$ cat config.mk
export PLATFORM = sky130hd
export DESIGN_NAME = vga_timing_gen
export DESIGN_NICKNAME = d
export VERILOG_FILES = /design/src/rtl/vga_timing_gen.sv
export SDC_FILE = /design/constraint.sdc
export NUM_CORES = 1
export LEC_CHECK = 0
export ABC_AREA = 0
export CAP_MARGIN = 20
export CELL_PAD_IN_SITES_DETAIL_PLACEMENT = 0
export CELL_PAD_IN_SITES_GLOBAL_PLACEMENT = 2
export CORE_MARGIN = 2
export CORE_UTILIZATION = 28
export CTS_BUF_LIST = sky130_fd_sc_hd__clkbuf_4
export CTS_CLUSTER_SIZE = 14
export DETAILED_ROUTE_END_ITERATION = 10
export PLACE_DENSITY = 0.8
export SLEW_MARGIN = 20
export SYNTH_ARGS = -nofsm -noshare
export SYNTH_HDL_FRONTEND = slang
export SYNTH_SLANG_ARGS = --single-unit
$ cat constraint.sdc
create_clock -name clk -period 1.8 [get_ports clk]
set_input_delay 0.36 -clock clk [delete_from_list [all_inputs] [get_ports clk]]
set_output_delay 0.36 -clock clk [all_outputs]
set_load 0.05 [all_outputs]
$ cat src/rtl/vga_timing_gen.sv
// Parametrised VGA raster timing generator: pixel-enable divider, h/v counters,
// tile coordinates and a pixel-tick delay line aligning sync/bright with the glyph pipeline.
module vga_timing_gen #(
  parameter int H_ACTIVE   = 640,
  parameter int H_FRONT    = 16,
  parameter int H_SYNC     = 96,
  parameter int H_BACK     = 48,
  parameter int V_ACTIVE   = 480,
  parameter int V_FRONT    = 10,
  parameter int V_SYNC     = 2,
  parameter int V_BACK     = 33,
  parameter int CLK_DIV    = 2,
  parameter int HSYNC_POL  = 0,
  parameter int VSYNC_POL  = 0,
  parameter int TILE_SHIFT = 4,
  parameter int PIPE_DELAY = 2,
  parameter int CW         = 10
) (
  input  logic                     clk,
  input  logic                     clear,
  input  logic                     en,
  output logic                     pix_ce,
  output logic [CW-1:0]            hCount,
  output logic [CW-1:0]            vCount,
  output logic                     active,
  output logic [CW-TILE_SHIFT-1:0] tile_col,
  output logic [CW-TILE_SHIFT-1:0] tile_row,
  output logic [TILE_SHIFT-1:0]    tile_px,
  output logic [TILE_SHIFT-1:0]    tile_py,
  output logic                     hSync,
  output logic                     vSync,
  output logic                     bright,
  output logic                     line_start,
  output logic                     frame_start,
  output logic                     vblank
);

  localparam int H_TOTAL   = H_ACTIVE + H_FRONT + H_SYNC + H_BACK;
  localparam int V_TOTAL   = V_ACTIVE + V_FRONT + V_SYNC + V_BACK;
  localparam int H_SYNC_LO = H_ACTIVE + H_FRONT;
  localparam int H_SYNC_HI = H_SYNC_LO + H_SYNC;
  localparam int V_SYNC_LO = V_ACTIVE + V_FRONT;
  localparam int V_SYNC_HI = V_SYNC_LO + V_SYNC;
  localparam int DW        = (CLK_DIV > 1) ? $clog2(CLK_DIV) : 1;
  localparam logic HS_ON   = (HSYNC_POL != 0);
  localparam logic VS_ON   = (VSYNC_POL != 0);

  generate
    if ((H_TOTAL - 1) >= (1 << CW) || (V_TOTAL - 1) >= (1 << CW)) begin : g_cw_check
      $error("vga_timing_gen: CW too narrow for H_TOTAL/V_TOTAL");
    end
    if (CLK_DIV < 1 || PIPE_DELAY < 0 || PIPE_DELAY > 8) begin : g_param_check
      $error("vga_timing_gen: CLK_DIV or PIPE_DELAY out of range");
    end
  endgenerate

  logic [DW-1:0] div_q, div_d;
  logic          pix_ce_q, pix_ce_d;
  logic [CW-1:0] hcount_q, hcount_d;
  logic [CW-1:0] vcount_q, vcount_d;
  logic          tick;
  logic          hs_raw, vs_raw, active_raw;

  // A pending pix_ce_q survives en=0, so resuming replays exactly the tick that was due.
  assign tick = pix_ce_q & en;

  always_comb begin
    div_d    = div_q;
    pix_ce_d = pix_ce_q;
    hcount_d = hcount_q;
    vcount_d = vcount_q;
    if (en) begin
      pix_ce_d = (div_q == DW'(CLK_DIV - 1));
      div_d    = (div_q == DW'(CLK_DIV - 1)) ? '0 : div_q + DW'(1);
    end
    if (tick) begin
      if (hcount_q == CW'(H_TOTAL - 1)) begin
        hcount_d = '0;
        vcount_d = (vcount_q == CW'(V_TOTAL - 1)) ? '0 : vcount_q + CW'(1);
      end else begin
        hcount_d = hcount_q + CW'(1);
      end
    end
  end

  always_ff @(posedge clk or posedge clear) begin
    if (clear) begin
      div_q    <= '0;
      pix_ce_q <= 1'b0;
      hcount_q <= '0;
      vcount_q <= '0;
    end else begin
      div_q    <= div_d;
      pix_ce_q <= pix_ce_d;
      hcount_q <= hcount_d;
      vcount_q <= vcount_d;
    end
  end

  always_comb begin
    hs_raw     = (hcount_q >= CW'(H_SYNC_LO) && hcount_q < CW'(H_SYNC_HI)) ? HS_ON : ~HS_ON;
    vs_raw     = (vcount_q >= CW'(V_SYNC_LO) && vcount_q < CW'(V_SYNC_HI)) ? VS_ON : ~VS_ON;
    active_raw = (hcount_q < CW'(H_ACTIVE)) && (vcount_q < CW'(V_ACTIVE));
  end

  assign pix_ce      = tick;
  assign hCount      = hcount_q;
  assign vCount      = vcount_q;
  assign active      = active_raw;
  assign vblank      = (vcount_q >= CW'(V_ACTIVE));
  assign tile_col    = hcount_q[CW-1:TILE_SHIFT];
  assign tile_row    = vcount_q[CW-1:TILE_SHIFT];
  assign tile_px     = hcount_q[TILE_SHIFT-1:0];
  assign tile_py     = vcount_q[TILE_SHIFT-1:0];
  assign line_start  = tick && (hcount_q == '0);
  assign frame_start = line_start && (vcount_q == '0);

  generate
    if (PIPE_DELAY == 0) begin : g_nodelay
      assign hSync  = hs_raw;
      assign vSync  = vs_raw;
      assign bright = active_raw;
    end else begin : g_delay
      logic [PIPE_DELAY-1:0] hs_pipe_q, hs_pipe_d;
      logic [PIPE_DELAY-1:0] vs_pipe_q, vs_pipe_d;
      logic [PIPE_DELAY-1:0] br_pipe_q, br_pipe_d;

      // Bit 0 takes the current decode; the oldest sample sits in the top bit.
      always_comb begin
        hs_pipe_d = hs_pipe_q;
        vs_pipe_d = vs_pipe_q;
        br_pipe_d = br_pipe_q;
        if (tick) begin
          hs_pipe_d = PIPE_DELAY'({hs_pipe_q, hs_raw});
          vs_pipe_d = PIPE_DELAY'({vs_pipe_q, vs_raw});
          br_pipe_d = PIPE_DELAY'({br_pipe_q, active_raw});
        end
      end

      always_ff @(posedge clk or posedge clear) begin
        if (clear) begin
          hs_pipe_q <= {PIPE_DELAY{~HS_ON}};
          vs_pipe_q <= {PIPE_DELAY{~VS_ON}};
          br_pipe_q <= '0;
        end else begin
          hs_pipe_q <= hs_pipe_d;
          vs_pipe_q <= vs_pipe_d;
          br_pipe_q <= br_pipe_d;
        end
      end

      assign hSync  = hs_pipe_q[PIPE_DELAY-1];
      assign vSync  = vs_pipe_q[PIPE_DELAY-1];
      assign bright = br_pipe_q[PIPE_DELAY-1];
    end
  endgenerate

endmodule
==> metrics.txt, run 1 <==
Mapped Nets=178; Rows=27; Min-Delay Path Class=primary input to asynchronous set/reset pin; CP Class=flip-flop to primary output; Max Cap Violations=0; EDFF count, synth=0; post-route cell area=2530 um^2; DR pass1 iterations=4; clk slew on worst S/H paths=0.15 ns; Initial Util=0.290; Die Ht=79.5 um; CP Max Fanout=2; Largest stage delay, worst path=0.44 ns; Cells after Synth=170; CP Buf/Inv Count=2; CP max-delay cell=dfrtp_2; GPL Wtd Cong=0.797; Leakage Power=0.00123 uW; first-pass GRT wire length=6890 um; die area=6330 um^2; delay-heaviest family, CP=simple AND/OR/NAND/NOR gates; HPWL Detailed=3150 um; Slew Limit Fails=0; Area growth, synth to finish=58.1%; Primary FF master, synth=dfrtp_1; Worst Skew=0.00225 ns; DP Area=2330 um^2; Fmax achieved=0.466 GHz; worst setup margin=-0.344 ns; CTS tree=built; CTS buffer count=3; # fillers=531; min Tclk post-route=2.14 ns; Worst-Skew Late Latency=0.33 ns; vias in the first global route=1371; Seq cells post-synth=28; fin nets=248; worst r2r dst=vCount[8]; # clock sinks=28; IO Pins=51; GRT Total Usage=0.142; final setup violation count=2; number of DRC markers in iteration 0=64; vias per std cell=4.52; Residual DRC=0; R2R depth=6; WL final=4360 um; failing checks=negative setup slack; grt ovf=0; distinct cell type count after synthesis=36; RSZ-0062 raised after global routing=true; syn_area_per_cell=9.40 um^2; Routed Antenna Nets=0; layout cells sized above 1=0.515; initial antenna violation count=0; vias=1405; Synth Warn #=0; count of port buffers added during placement=50; actual slew at the worst max-slew pin=0.368 ns; Worst R2R Start=hCount[0]; VDD IR max=0.000615 V; status=complete, but fails checks; n_diodes=0; Tot Pwr=2660 uW; fin util=0.459; CTS root buffer=clkbuf_4; Async SR Flop Fraction=1.00; CP Data Required Time=1.44 ns; top cell type's share of synthesized area=0.376; data arrival time of the worst path=1.78 ns; Max clock buf depth=2; Routed WL per cell=14.0 um; Final Hold Violating Endpoints=0; share of the clock period used by the worst path=1.19; worst path cell trace=inv_2, ha_4, nor4b_4, and3_4, nor3b_4, buf_12; Area contributors post-synth=dfrtp_1 (38%), buf_4 (10%), dfstp_2 (6.6%); crit start category=flip-flop; setup slack, reg-to-reg=0.05 ns; DIE WIDTH=79.5 um; synthesized area=1600 um^2; H-tree levels=1; Pwr Density=1050 nW/um^2; crit end category=primary output; area of the core=5510 um^2; top cell type by total area after synthesis=dfrtp_1; largest net degree at the start of global routing=29; Setup TNS=-0.619 ns; post-synthesis sequential area ratio=0.442; Max transition margin=0.754
[worst min-delay path: stages]
cell             delay (ns)
clkdlybuf4s50_1        0.39
inv_1                  0.05
buf_4                  0.33
[flip-flops by register name, summed over array words and instances (netlist names)]
signal and flops:
g_delay.br_pipe_q 2, pix_ce_q 1, g_delay.vs_pipe_q 2, vCount 10
div_q 1, hCount 10, g_delay.hs_pipe_q 2
[placed cells by master, fill, tap and decap left out, drive strengths merged, types with 5 or more instances in the layout]
cell type	count
nor3	6
nor2	10
nand4	7
buf	87
dfrtp	24
o21ai	6
nand2	26
nand3	12
ha	5
xor2	9
inv	7
[power breakdown]
part	internal [uW]	total, uW	switching (uW)	leakage, uW
registers	805	898	93.1	0.000323
logic	544	1490	944	0.000890
clock network	81.5	275	193	0.0000154
[worst max-delay path by stage]
stage	endpoint	cells after the start	slack, ns	startpoint
5_1_grt	frame_start	6	-0.44	hCount[0]
3_5_place_dp	frame_start	6	-0.25	en
6_report	frame_start	6	-0.34	hCount[0]
2_1_floorplan	frame_start	5	-0.32	hCount[0]
4_1_cts	frame_start	6	-0.35	hCount[0]
3_3_place_gp	frame_start	6	-0.24	en
[routing by layer]
layer	global-route usage	routed length [um]	vias to the layer above	part of all wire
met5	0	0	-	0
met3	0.0192	158	4	0.036
met4	0.0517	56	0	0.013
met1	0.200	2080	669	0.48
li1	-	-	705	-
met2	0.221	2070	27	0.47
[kinds of logic (layout without fill, tap and decap cells)]
group                      Yosys count  after routing  synth area share
and+or+nand+nor                     78             78             0.252
buffers and inverters               31            100             0.130
DFF                                 28             28             0.442
AOI/OAI and AO/OA                   13             13            0.0509
xor gates and xnor gates            12             12            0.0658
adders and majority gates            5              5            0.0392
muxes                                3              3            0.0204
[stage by stage]
stage                     setup WS [ns]  std cells  hold slack (ns)
final                            -0.344        311            0.376
after global routing             -0.445        311            0.400
after CTS                        -0.347        308            0.377
after detailed placement         -0.246        300            0.445
after global placement           -0.243        300            0.445
after floorplan                  -0.319        170            0.422
[synth_stat cells (4+ instances only)]
master   count
xor2_1       9
dfrtp_1     24
nor2_1      10
ha_1         5
inv_1        6
dfstp_2      4
o21ai_0      6
nor4_1       4
buf_4       22
nand2_1     26
nand4_1      6
nand3_1     12
nor3_1       6
[area by class of cell]
class,count,area (um^2),share of cell area
multi-input cells,111,795,0.315
inverters,7,28.8,0.0114
clock inverters,1,3.75,0.00149
repair buffers,89,870,0.344
well taps,72,90.1,0.0357
clock buffers,3,22.5,0.00892
flip-flops and latches,28,717,0.284
[what timing repair did]
action / in CTS / in global routing
pin swaps: 3 / 8
setup buffers: 4 / 7
endpoints found under the setup margin: 4 / 12
hold buffers: 0 / 0
gates resized for setup: 9 / 20
Note: power is estimated with default switching activity, not from simulation.
==> run 2: changes to the inputs <==
==> constraint.sdc (replaced) <==
create_clock -name clk -period 2.3 [get_ports clk]
set_input_delay 0.46 -clock clk [delete_from_list [all_inputs] [get_ports clk]]
set_output_delay 0.46 -clock clk [all_outputs]
set_load 0.05 [all_outputs]
==> metrics.txt, run 2 (same netlist as run 1, synthesis figures left out) <==
status=completed; crit end category=primary output; worst setup margin=0.0940 ns (+0.438 ns); Routed WL per cell=13.1 um (-6.4%); Int Power=1110 uW (-22%); CP max-delay cell=clkdlybuf4s50_1; IO Pins=51 (unchanged); vias per std cell=4.47 (-1.2%); area of the core=5510 um^2 (unchanged); Leakage Power=0.00101 uW (-18%); commonest cells after routing, fill and taps aside=clkdlybuf4s50_1 (45), nand2_1 (26), dfrtp_1 (21); setup slack at placement=0.0812 ns (+0.327 ns); Residual DRC=0 (unchanged); Max clock buf depth=2 (unchanged); sequential standard cell area=709 um^2 (-1.0%); Largest stage delay, worst path=0.87 ns (+0.43 ns); WL final=3810 um (-13%); GPL Wtd Cong=0.765 (-4.0%); CTS tree=built; Setup TNS=0 ns (+0.619 ns); Worst Skew=0.00751 ns (+0.00526 ns); Tot Pwr=2050 uW (-23%); Die Ht=79.5 um (unchanged); Max transition margin=0.668 (-0.0862); Final Hold Violating Endpoints=0 (unchanged); Initial Util=0.290 (unchanged); number of DRC markers in iteration 0=45 (-30%); Net Sw Frac=0.457 (-0.00516); Slew Limit Fails=0 (unchanged); layout cells sized above 1=0.225 (-0.290); H-tree levels=1 (unchanged); largest net degree at the start of global routing=29 (unchanged); CTS root buffer=clkbuf_4; Min-Delay Path Class=flip-flop to flip-flop; Max Cap Violations=0 (unchanged); vias=1295 (-7.8%); Logic pwr share=0.526 (-0.033); hold_buf cts=0 (unchanged); die area=6330 um^2 (unchanged); fin nets=227 (-8.5%); actual slew at the worst max-slew pin=0.497 ns (+0.129 ns); Seq pwr share=0.363 (+0.026); initial antenna violation count=0 (unchanged); crit start category=flip-flop; # fillers=555 (+4.5%); delay-heaviest family, CP=buffers and inverters; HPWL Detailed=2850 um (-9.5%); Pwr Density=901 nW/um^2 (-14%); min Tclk post-route=2.21 ns; Rows=27 (unchanged); share of the clock period used by the worst path=0.959; DIE WIDTH=79.5 um (unchanged); Sw Pwr=938 uW (-24%); Worst-Skew Late Latency=0.33 ns (about the same); CP Data Required Time=1.84 ns (+0.40 ns); CTS buffer count=3 (unchanged); multi-input combinational cell area=758 um^2 (-4.6%); Routed Antenna Nets=0 (unchanged); # clock sinks=28 (unchanged); clk slew on worst S/H paths=0.16 ns (about the same); DR pass1 iterations=4 (unchanged); vias in the first global route=1225 (-11%); CP Max Fanout=9 (+7); count of port buffers added during placement=50 (unchanged); GRT Total Usage=0.126 (-0.0156); Clk pwr share=0.111 (+0.008); n_diodes=0 (unchanged); data arrival time of the worst path=1.75 ns (-0.03 ns); grt ovf=0 (unchanged); Fmax achieved=0.453 GHz; most common cell after layout, fill and taps aside=clkdlybuf4s50_1; final setup violation count=0 (-2); worst path cell trace=clkdlybuf4s50_1; CP Buf/Inv Count=1 (-1); Area growth, synth to finish=42.4%; first-pass GRT wire length=6270 um (-8.9%); CP Class=flip-flop to primary output; VDD IR max=0.000505 V (-18%)
run 2: changes by cell type in the layout (fill, tap and decap cells not counted), sizes merged:
cell           before  now
buf                87   23
clkdlybuf4s50       2   45
clkbuf              3    4
clkinv              1    0
run 2: final timing paths:
| check | slack [ns] | cells past startpoint | endpoint | from |
|---|---|---|---|---|
| min | 0.47 | 2 | g_delay.vs_pipe_q[1] | g_delay.vs_pipe_q[1] |
| max | 0.09 | 1 | hCount[4] | hCount[4] |
| min in group asynchronous | 0.48 | 3 | hCount[9] | clear |
| max in group asynchronous | 1.51 | 3 | g_delay.vs_pipe_q[0] | clear |
| min reg2reg | 0.47 | 2 | g_delay.vs_pipe_q[1] | g_delay.vs_pipe_q[1] |
| max reg2reg | 0.41 | 6 | vCount[8] | hCount[0] |
run 2: per-stage QoR:
stage	utilization	hold WS, ns	area (um^2)	cells
6_report	0.413	0.468	2270	290
5_1_grt	0.413	0.484	2270	290
4_1_cts	0.399	0.472	2200	287
3_5_place_dp	0.389	0.450	2140	280
3_3_place_gp	0.389	0.446	2140	280
2_1_floorplan	-	0.433	1620	170
run 2: final cells by class:
type	instances	area share
multi-input combinational	111	0.333
sequential	28	0.312
timing repair buffer	68	0.290
tap	72	0.0396
clock buffer	4	0.0132
inverter	7	0.0116
run 2: repair_timing:
action                                  in CTS  in global routing
endpoints found under the setup margin       1                  1
buffers inserted                             3                  3
pin swaps                                    0                  2
gates resized for setup                      2                 11
run 2: power groups by stage:
stage | registers [uW] | logic, uW | clock network (uW)
after global routing | 767 | 1150 | 257
after CTS | 734 | 1020 | 239
after global placement | 770 | 964 | 0
after floorplan | 987 | 448 | 0
final | 745 | 1080 | 227
after detailed placement | 767 | 966 | 0
run 2: metal layers:
layer,vias up,share of wire,GRT usage
met5,-,0,0
met3,2,0.033,0.0136
met4,0,0.0089,0.0466
li1,661,-,-
met1,601,0.51,0.194
met2,31,0.45,0.181
==> run 3: changes to the inputs <==
--- a/config.mk
+++ b/config.mk
@@ -6,6 +6,7 @@
 export NUM_CORES = 1
 export LEC_CHECK = 0
 export ABC_AREA = 0
+export ABC_CLOCK_PERIOD_IN_PS = 2300
 export CAP_MARGIN = 20
 export CELL_PAD_IN_SITES_DETAIL_PLACEMENT = 0
 export CELL_PAD_IN_SITES_GLOBAL_PLACEMENT = 2
==> results of run 3 <==
The final DEF is identical to that of run 2; final timing and power are the same.
